`config.mk`:
```
export PLATFORM = sky130hd
export DESIGN_NAME = datapath_rf_alu
export DESIGN_NICKNAME = d
export VERILOG_FILES = /design/src/rtl/datapath_pkg.sv /design/src/rtl/rf_2r1w.sv /design/src/rtl/datapath_rf_alu.sv
export SDC_FILE = /design/constraint.sdc
export NUM_CORES = 1
export LEC_CHECK = 0
export CAP_MARGIN = 20
export CORE_AREA = 2 2 171 207
export CTS_CLUSTER_SIZE = 16
export DETAILED_ROUTE_END_ITERATION = 16
export DIE_AREA = 0 0 173 209
export HOLD_SLACK_MARGIN = 0.15
export PLACE_DENSITY = 0.53
export RECOVER_POWER = 50
export SYNTH_ARGS = -nofsm -noshare
export SYNTH_HDL_FRONTEND = slang
export SYNTH_HIERARCHICAL = 1
export SYNTH_SLANG_ARGS = --single-unit
```
`constraint.sdc`:
```
create_clock -name clk -period 5.46 [get_ports clk]
set_input_delay 0.546 -clock clk [delete_from_list [all_inputs] [get_ports clk]]
set_output_delay 0.546 -clock clk [all_outputs]
set_load 0.005 [all_outputs]
```
`src/rtl/datapath_pkg.sv`:
```
// Shared definitions for the datapath: control-word layout, ALU opcodes and flag bit indices.
package datapath_pkg;

    localparam int unsigned CTRL_W       = 16;
    localparam int unsigned OP_W         = 3;
    localparam int unsigned SEL_W        = 4;
    localparam int unsigned FLAGS_W      = 4;

    localparam int unsigned CTRL_OP_LSB  = 13;
    localparam int unsigned CTRL_A_LSB   = 9;
    localparam int unsigned CTRL_B_LSB   = 5;
    localparam int unsigned CTRL_DST_LSB = 1;
    localparam int unsigned CTRL_WE_BIT  = 0;

    localparam int unsigned FLAG_N = 3;
    localparam int unsigned FLAG_Z = 2;
    localparam int unsigned FLAG_C = 1;
    localparam int unsigned FLAG_V = 0;

    typedef enum logic [OP_W-1:0] {
        ALU_PASS = 3'b000,
        ALU_ADD  = 3'b001,
        ALU_SUB  = 3'b010,
        ALU_AND  = 3'b011,
        ALU_OR   = 3'b100,
        ALU_XOR  = 3'b101,
        ALU_SHL  = 3'b110,
        ALU_SHR  = 3'b111
    } alu_op_e;

    typedef struct packed {
        alu_op_e          op;
        logic [SEL_W-1:0] sel_a;
        logic [SEL_W-1:0] sel_b;
        logic [SEL_W-1:0] sel_dst;
        logic             we;
    } ctrl_t;

endpackage

```
`src/rtl/rf_2r1w.sv`:
```
// Register file: two asynchronous read ports, one synchronous write port, whole array exported for debug.
module rf_2r1w
    import datapath_pkg::*;
#(
    parameter int unsigned DATA_W = 8,
    parameter int unsigned NREGS  = 16
) (
    input  logic                           clk,
    input  logic                           rst,
    input  logic [SEL_W-1:0]               rd_addr_a,
    output logic [DATA_W-1:0]              rd_data_a,
    input  logic [SEL_W-1:0]               rd_addr_b,
    output logic [DATA_W-1:0]              rd_data_b,
    input  logic                           wr_en,
    input  logic [SEL_W-1:0]               wr_addr,
    input  logic [DATA_W-1:0]              wr_data,
    output logic [NREGS-1:0][DATA_W-1:0]   regs
);

    localparam int unsigned IDX_W = (NREGS > 1) ? $clog2(NREGS) : 1;

    logic [NREGS-1:0][DATA_W-1:0] mem;

    logic valid_a;
    logic valid_b;
    logic valid_w;

    // Out-of-range indices read as zero and never write.
    assign valid_a = 32'(rd_addr_a) < NREGS;
    assign valid_b = 32'(rd_addr_b) < NREGS;
    assign valid_w = 32'(wr_addr) < NREGS;

    assign rd_data_a = valid_a ? mem[rd_addr_a[IDX_W-1:0]] : '0;
    assign rd_data_b = valid_b ? mem[rd_addr_b[IDX_W-1:0]] : '0;
    assign regs      = mem;

    always_ff @(posedge clk or posedge rst) begin
        if (rst) begin
            mem <= '0;
        end else if (wr_en && valid_w) begin
            mem[wr_addr[IDX_W-1:0]] <= wr_data;
        end
    end

endmodule

```
`src/rtl/datapath_rf_alu.sv`:
```
// Two-stage datapath: RF operand fetch, ALU with N/Z/C/V flags, and write-back shared with an external load port.
module datapath_rf_alu
    import datapath_pkg::*;
#(
    parameter int unsigned DATA_W = 8,
    parameter int unsigned NREGS  = 16
) (
    input  logic                 clk,
    input  logic                 rst,
    input  logic [CTRL_W-1:0]    ctrl,
    input  logic                 ld_en,
    input  logic [SEL_W-1:0]     ld_addr,
    input  logic [DATA_W-1:0]    ld_data,
    input  logic [SEL_W-1:0]     dbg_addr,
    output logic [DATA_W-1:0]    dbg_data,
    output logic [DATA_W-1:0]    result,
    output logic [FLAGS_W-1:0]   flags,
    output logic                 wr_conflict
);

    localparam int unsigned IDX_W = (NREGS > 1) ? $clog2(NREGS) : 1;
    localparam int unsigned MSB   = DATA_W - 1;

    ctrl_t                        c;
    logic [DATA_W-1:0]            rd_a;
    logic [DATA_W-1:0]            rd_b;
    logic [NREGS-1:0][DATA_W-1:0] regs;
    logic                         wr_en;
    logic [SEL_W-1:0]             wr_addr;
    logic [DATA_W-1:0]            wr_data;

    logic [DATA_W-1:0]            op_a_q;
    logic [DATA_W-1:0]            op_b_q;
    alu_op_e                      op_q;
    logic [DATA_W-1:0]            result_q;
    logic [FLAGS_W-1:0]           flags_q;

    logic [DATA_W:0]              wide;
    logic [DATA_W-1:0]            alu_res;
    logic                         alu_c;
    logic                         alu_v;
    logic [FLAGS_W-1:0]           flags_d;

    always_comb begin
        c         = '0;
        c.op      = alu_op_e'(ctrl[CTRL_OP_LSB +: OP_W]);
        c.sel_a   = ctrl[CTRL_A_LSB +: SEL_W];
        c.sel_b   = ctrl[CTRL_B_LSB +: SEL_W];
        c.sel_dst = ctrl[CTRL_DST_LSB +: SEL_W];
        c.we      = ctrl[CTRL_WE_BIT];
    end

    // Single write port: the external load always wins over ALU write-back.
    assign wr_en       = ld_en | c.we;
    assign wr_addr     = ld_en ? ld_addr : c.sel_dst;
    assign wr_data     = ld_en ? ld_data : result_q;
    assign wr_conflict = ~rst & ld_en & c.we;

    rf_2r1w #(
        .DATA_W (DATA_W),
        .NREGS  (NREGS)
    ) u_rf (
        .clk       (clk),
        .rst       (rst),
        .rd_addr_a (c.sel_a),
        .rd_data_a (rd_a),
        .rd_addr_b (c.sel_b),
        .rd_data_b (rd_b),
        .wr_en     (wr_en),
        .wr_addr   (wr_addr),
        .wr_data   (wr_data),
        .regs      (regs)
    );

    assign dbg_data = (32'(dbg_addr) < NREGS) ? regs[dbg_addr[IDX_W-1:0]] : '0;

    // ALU evaluated one bit wider so carry/borrow/shift-out fall into bit DATA_W.
    always_comb begin
        wide  = '0;
        alu_c = 1'b0;
        alu_v = 1'b0;
        case (op_q)
            ALU_PASS: wide = {1'b0, op_a_q};
            ALU_ADD: begin
                wide  = {1'b0, op_a_q} + {1'b0, op_b_q};
                alu_c = wide[DATA_W];
                alu_v = (op_a_q[MSB] == op_b_q[MSB]) && (wide[MSB] != op_a_q[MSB]);
            end
            ALU_SUB: begin
                wide  = {1'b0, op_a_q} - {1'b0, op_b_q};
                alu_c = wide[DATA_W];
                alu_v = (op_a_q[MSB] != op_b_q[MSB]) && (wide[MSB] != op_a_q[MSB]);
            end
            ALU_AND: wide = {1'b0, op_a_q & op_b_q};
            ALU_OR:  wide = {1'b0, op_a_q | op_b_q};
            ALU_XOR: wide = {1'b0, op_a_q ^ op_b_q};
            ALU_SHL: begin
                wide  = {op_a_q, 1'b0};
                alu_c = wide[DATA_W];
            end
            ALU_SHR: begin
                wide  = {2'b00, op_a_q[MSB:1]};
                alu_c = op_a_q[0];
            end
            default: wide = '0;
        endcase
        alu_res         = wide[DATA_W-1:0];
        flags_d         = '0;
        flags_d[FLAG_N] = alu_res[MSB];
        flags_d[FLAG_Z] = (alu_res == '0);
        flags_d[FLAG_C] = alu_c;
        flags_d[FLAG_V] = alu_v;
    end

    // Operand fetch and result/flag stages; free-running every cycle.
    always_ff @(posedge clk or posedge rst) begin
        if (rst) begin
            op_a_q   <= '0;
            op_b_q   <= '0;
            op_q     <= ALU_PASS;
            result_q <= '0;
            flags_q  <= '0;
        end else begin
            op_a_q   <= rd_a;
            op_b_q   <= rd_b;
            op_q     <= c.op;
            result_q <= alu_res;
            flags_q  <= flags_d;
        end
    end

    assign result = result_q;
    assign flags  = flags_q;

endmodule

```
==> results.py <==
metrics = {
    "run_status": {
        "outcome": "finished with violations",
        "failed_checks": "capacitance limit, slew limit",
    },
    "die": {
        "coreArea_mm2": 0.0343,
        "io_pins": 56,
        "num_rows": 75,
        "die_h_um": 209,
        "start_util": 0.295,
        "fp.dieW_um": 173,
        "fp.dieArea_mm2": 0.0362,
    },
    "clocking": {
        "postCtsSetupRepairBufs": 0,
        "cts-htree-levels": 4,
        "insertion_delay_ps": 440,
        "ctsHoldBuffers": 0,
        "cts-buffers-inserted": 17,
        "post_cts_resized": 0,
        "cts.clk_slew.worst_paths_ps": 70,
        "clock-sinks": 158,
        "cts_root_buf": "clkbuf_16",
        "clock_path_buffers": 2,
        "cts_tree": "yes",
    },
    "setup_path": {
        "path_max_fanout": 50,
        "cp-start-kind": "input port",
        "worst_path_max_delay_cell": "clkbuf_1",
        "endpoint_kind": "asynchronous set/reset pin",
        "crit_required_ps": 5610,
        "worst-endpoint-arrival_ps": 4020,
        "worstPathBufferInverterCount": 3,
        "path_cells": "dlygate4sd3_1 > clkinvlp_2 > clkbuf_1",
        "crit_family": "buffers and inverters",
        "critPathMaxStageDelay_ps": 1520,
        "path_class": "in2async",
    },
    "synthesis": {
        "synth.net_count": 806,
        "synth.distinct_cells": 59,
        "synth_top_area_cell": "dfrtp_1",
        "synth.area.top_cells": "dfrtp_1 (39%), mux4_2 (23%), mux2_2 (14%)",
        "synth.top_cell.area_share": 0.390,
        "synth_edf_count": 0,
        "async_flop_share": 1.00,
        "synth_top_flop_cell": "dfrtp_1",
        "synth_seq_cells": 158,
        "ys_seq_area_frac": 0.390,
        "synthCells": 745,
        "netlist_area_mm2": 0.0101,
        "avgSynthCellArea_um2": 13.6,
        "yosys_warnings": 6,
    },
    "finish": {
        "syn_to_final_growth_pct": 13.8,
        "mostFrequentLayoutCell": "dfrtp_1",
        "fin_cells": 1244,
        "final_nets": 830,
        "ff_latch_area_mm2": 0.00395,
        "multi_input_area_mm2": 0.00578,
        "antennaDiodeCount": 0,
        "drive_gt1_frac": 0.393,
        "layout_common_cells": "dfrtp_1 (158), mux2_2 (126), mux4_2 (105)",
        "nFillCells": 3450,
    },
    "grt": {
        "grt_pass1_vias": 6701,
        "grt_start_max_net_pins": 51,
        "grt_pass1_wl_um": 41900,
        "grt.total_usage": 0.152,
        "grt_antenna_before_repair": 0,
        "globalRoute.totalOverflow": 0,
    },
    "placement": {
        "gp_congestion": 0.809,
        "io_buffers": 55,
        "place_hpwl_um": 19200,
        "dp.cells": 1212,
    },
    "route": {
        "ant_nets": 0,
        "drt_iter0_markers": 482,
        "wirelength_um": 27000,
        "viasPerCell": 5.29,
        "wl_per_cell_um": 21.7,
        "vias": 6586,
        "dr.pass1.iters": 5,
        "drc_errors": 0,
    },
    "sta": {
        "max_slew.worst_pin.slew_ps": 2390,
        "fin_crit_sh": 0.709,
        "tns_ps": 0,
        "hold_viol_final": 0,
        "setup_viol": 0,
        "slew_headroom": -0.605,
        "hold_slack_ps": 548,
        "rsz0062_at_grt": "false",
        "drv_slew": 121,
        "fin_crit_ps": 3870,
        "finClkSkew_ps": 8.26,
        "max_freq_mhz": 258,
    },
    "power": {
        "power.density_mw_per_mm2": 516,
        "finalPower_mw": 5.96,
        "p_leak_nw": 4.65,
        "irDropWorstVdd_uv": 256,
    },
    "hold_path": {
        "hp-class": "reg2reg",
    },
    "flow_run": {
        "maxCapViolations": 3,
    },
}
state kept, by name (all words and copies together), names as in the netlist:
signal,count
flags,4
op_a_q,8
op_b_q,8
op_q,3
result,7
u_rf/regs,128
Yosys cell counts (all sizes together), types with 2 or more instances:
| cell type | n |
|---|---|
| or3 | 6 |
| or2 | 5 |
| nor4 | 3 |
| o21bai | 2 |
| o2bb2ai | 2 |
| clkbuf | 17 |
| buf | 41 |
| mux2 | 143 |
| nor2b | 7 |
| mux2i | 6 |
| nor2 | 33 |
| o211ai | 3 |
| nand2b | 12 |
| a211oi | 3 |
| o22ai | 3 |
| and2 | 2 |
| a22oi | 34 |
| nor3 | 4 |
| xor2 | 3 |
| nand4 | 3 |
| inv | 28 |
| a21oi | 18 |
| nand3 | 8 |
| mux4 | 105 |
| a31oi | 2 |
| and3 | 3 |
| nand3b | 3 |
| dfrtp | 158 |
| o221ai | 2 |
| nand2 | 31 |
| a211o | 2 |
| ha | 24 |
| fa | 2 |
| o21ai | 10 |
| xnor2 | 3 |
| a21o | 2 |
through the flow:
stage          cell area, um^2  setup slack (ps)  utilization
2_1_floorplan            10100              1500            -
3_3_place_gp             11000              1760        0.320
3_5_place_dp             11000              1750        0.320
4_1_cts                  11600              1740        0.336
5_1_grt                  11500               840        0.336
6_report                 11500              1590        0.336
kinds of logic (layout without fill, tap and decap cells):
family / Yosys count / after routing / synth area share
simple gates: 123 / 123 / 0.0631
mux: 254 / 254 / 0.404
compound gates: 92 / 92 / 0.0640
flops: 158 / 158 / 0.390
xor+xnor: 6 / 6 / 0.00518
buf+inv: 86 / 123 / 0.0406
fa+ha+maj: 26 / 26 / 0.0335
layer usage:
metal  vias up  GRT usage  wire length (um)
met5         -          0                 0
met4         0     0.0523               616
li1       2910          -                 -
met1      3485      0.195             11600
met3        40     0.0271               943
met2       151      0.260             13800
layout make-up:
class / instances / area share
Multi-Input combinational cell: 501 / 0.501
Timing Repair Buffer: 63 / 0.0501
Sequential cell: 158 / 0.342
Clock inverter: 13 / 0.00910
Inverter: 28 / 0.00921
Clock buffer: 19 / 0.0384
Tap cell: 462 / 0.0501
worst reg2reg max path, stage by stage (launching register included):
cell and delay (ps):
dfrtp_1 410, inv_1 120, ha_1 200, inv_1 60
fa_1 410, nand2b_1 100, a22oi_1 120, a221oi_1 490
xnor2_1 180, o221ai_1 130, o21a_1 150, nor4_2 260
power breakdown:
| part | internal [mW] | switching, mW |
|---|---|---|
| clock | 0.603 | 0.524 |
| combinational | 1.51 | 1.02 |
| sequential | 1.74 | 0.568 |
path summary, 6_finish.rpt:
| path | from | end | slack, ps | cells past startpoint |
|---|---|---|---|---|
| min | u_rf/regs[55] | u_rf/regs[55] | 550 | 1 |
| min in group asynchronous | rst | u_rf/regs[7] | 1230 | 2 |
| max | rst | u_rf/regs[97] | 1590 | 3 |
| max reg2reg | op_a_q[0] | flags[2] | 2730 | 11 |
| min reg2reg | u_rf/regs[55] | u_rf/regs[55] | 550 | 1 |
| max in group clk | dbg_addr[0] | dbg_data[3] | 1810 | 5 |
Power figures use the tool's default switching activity.
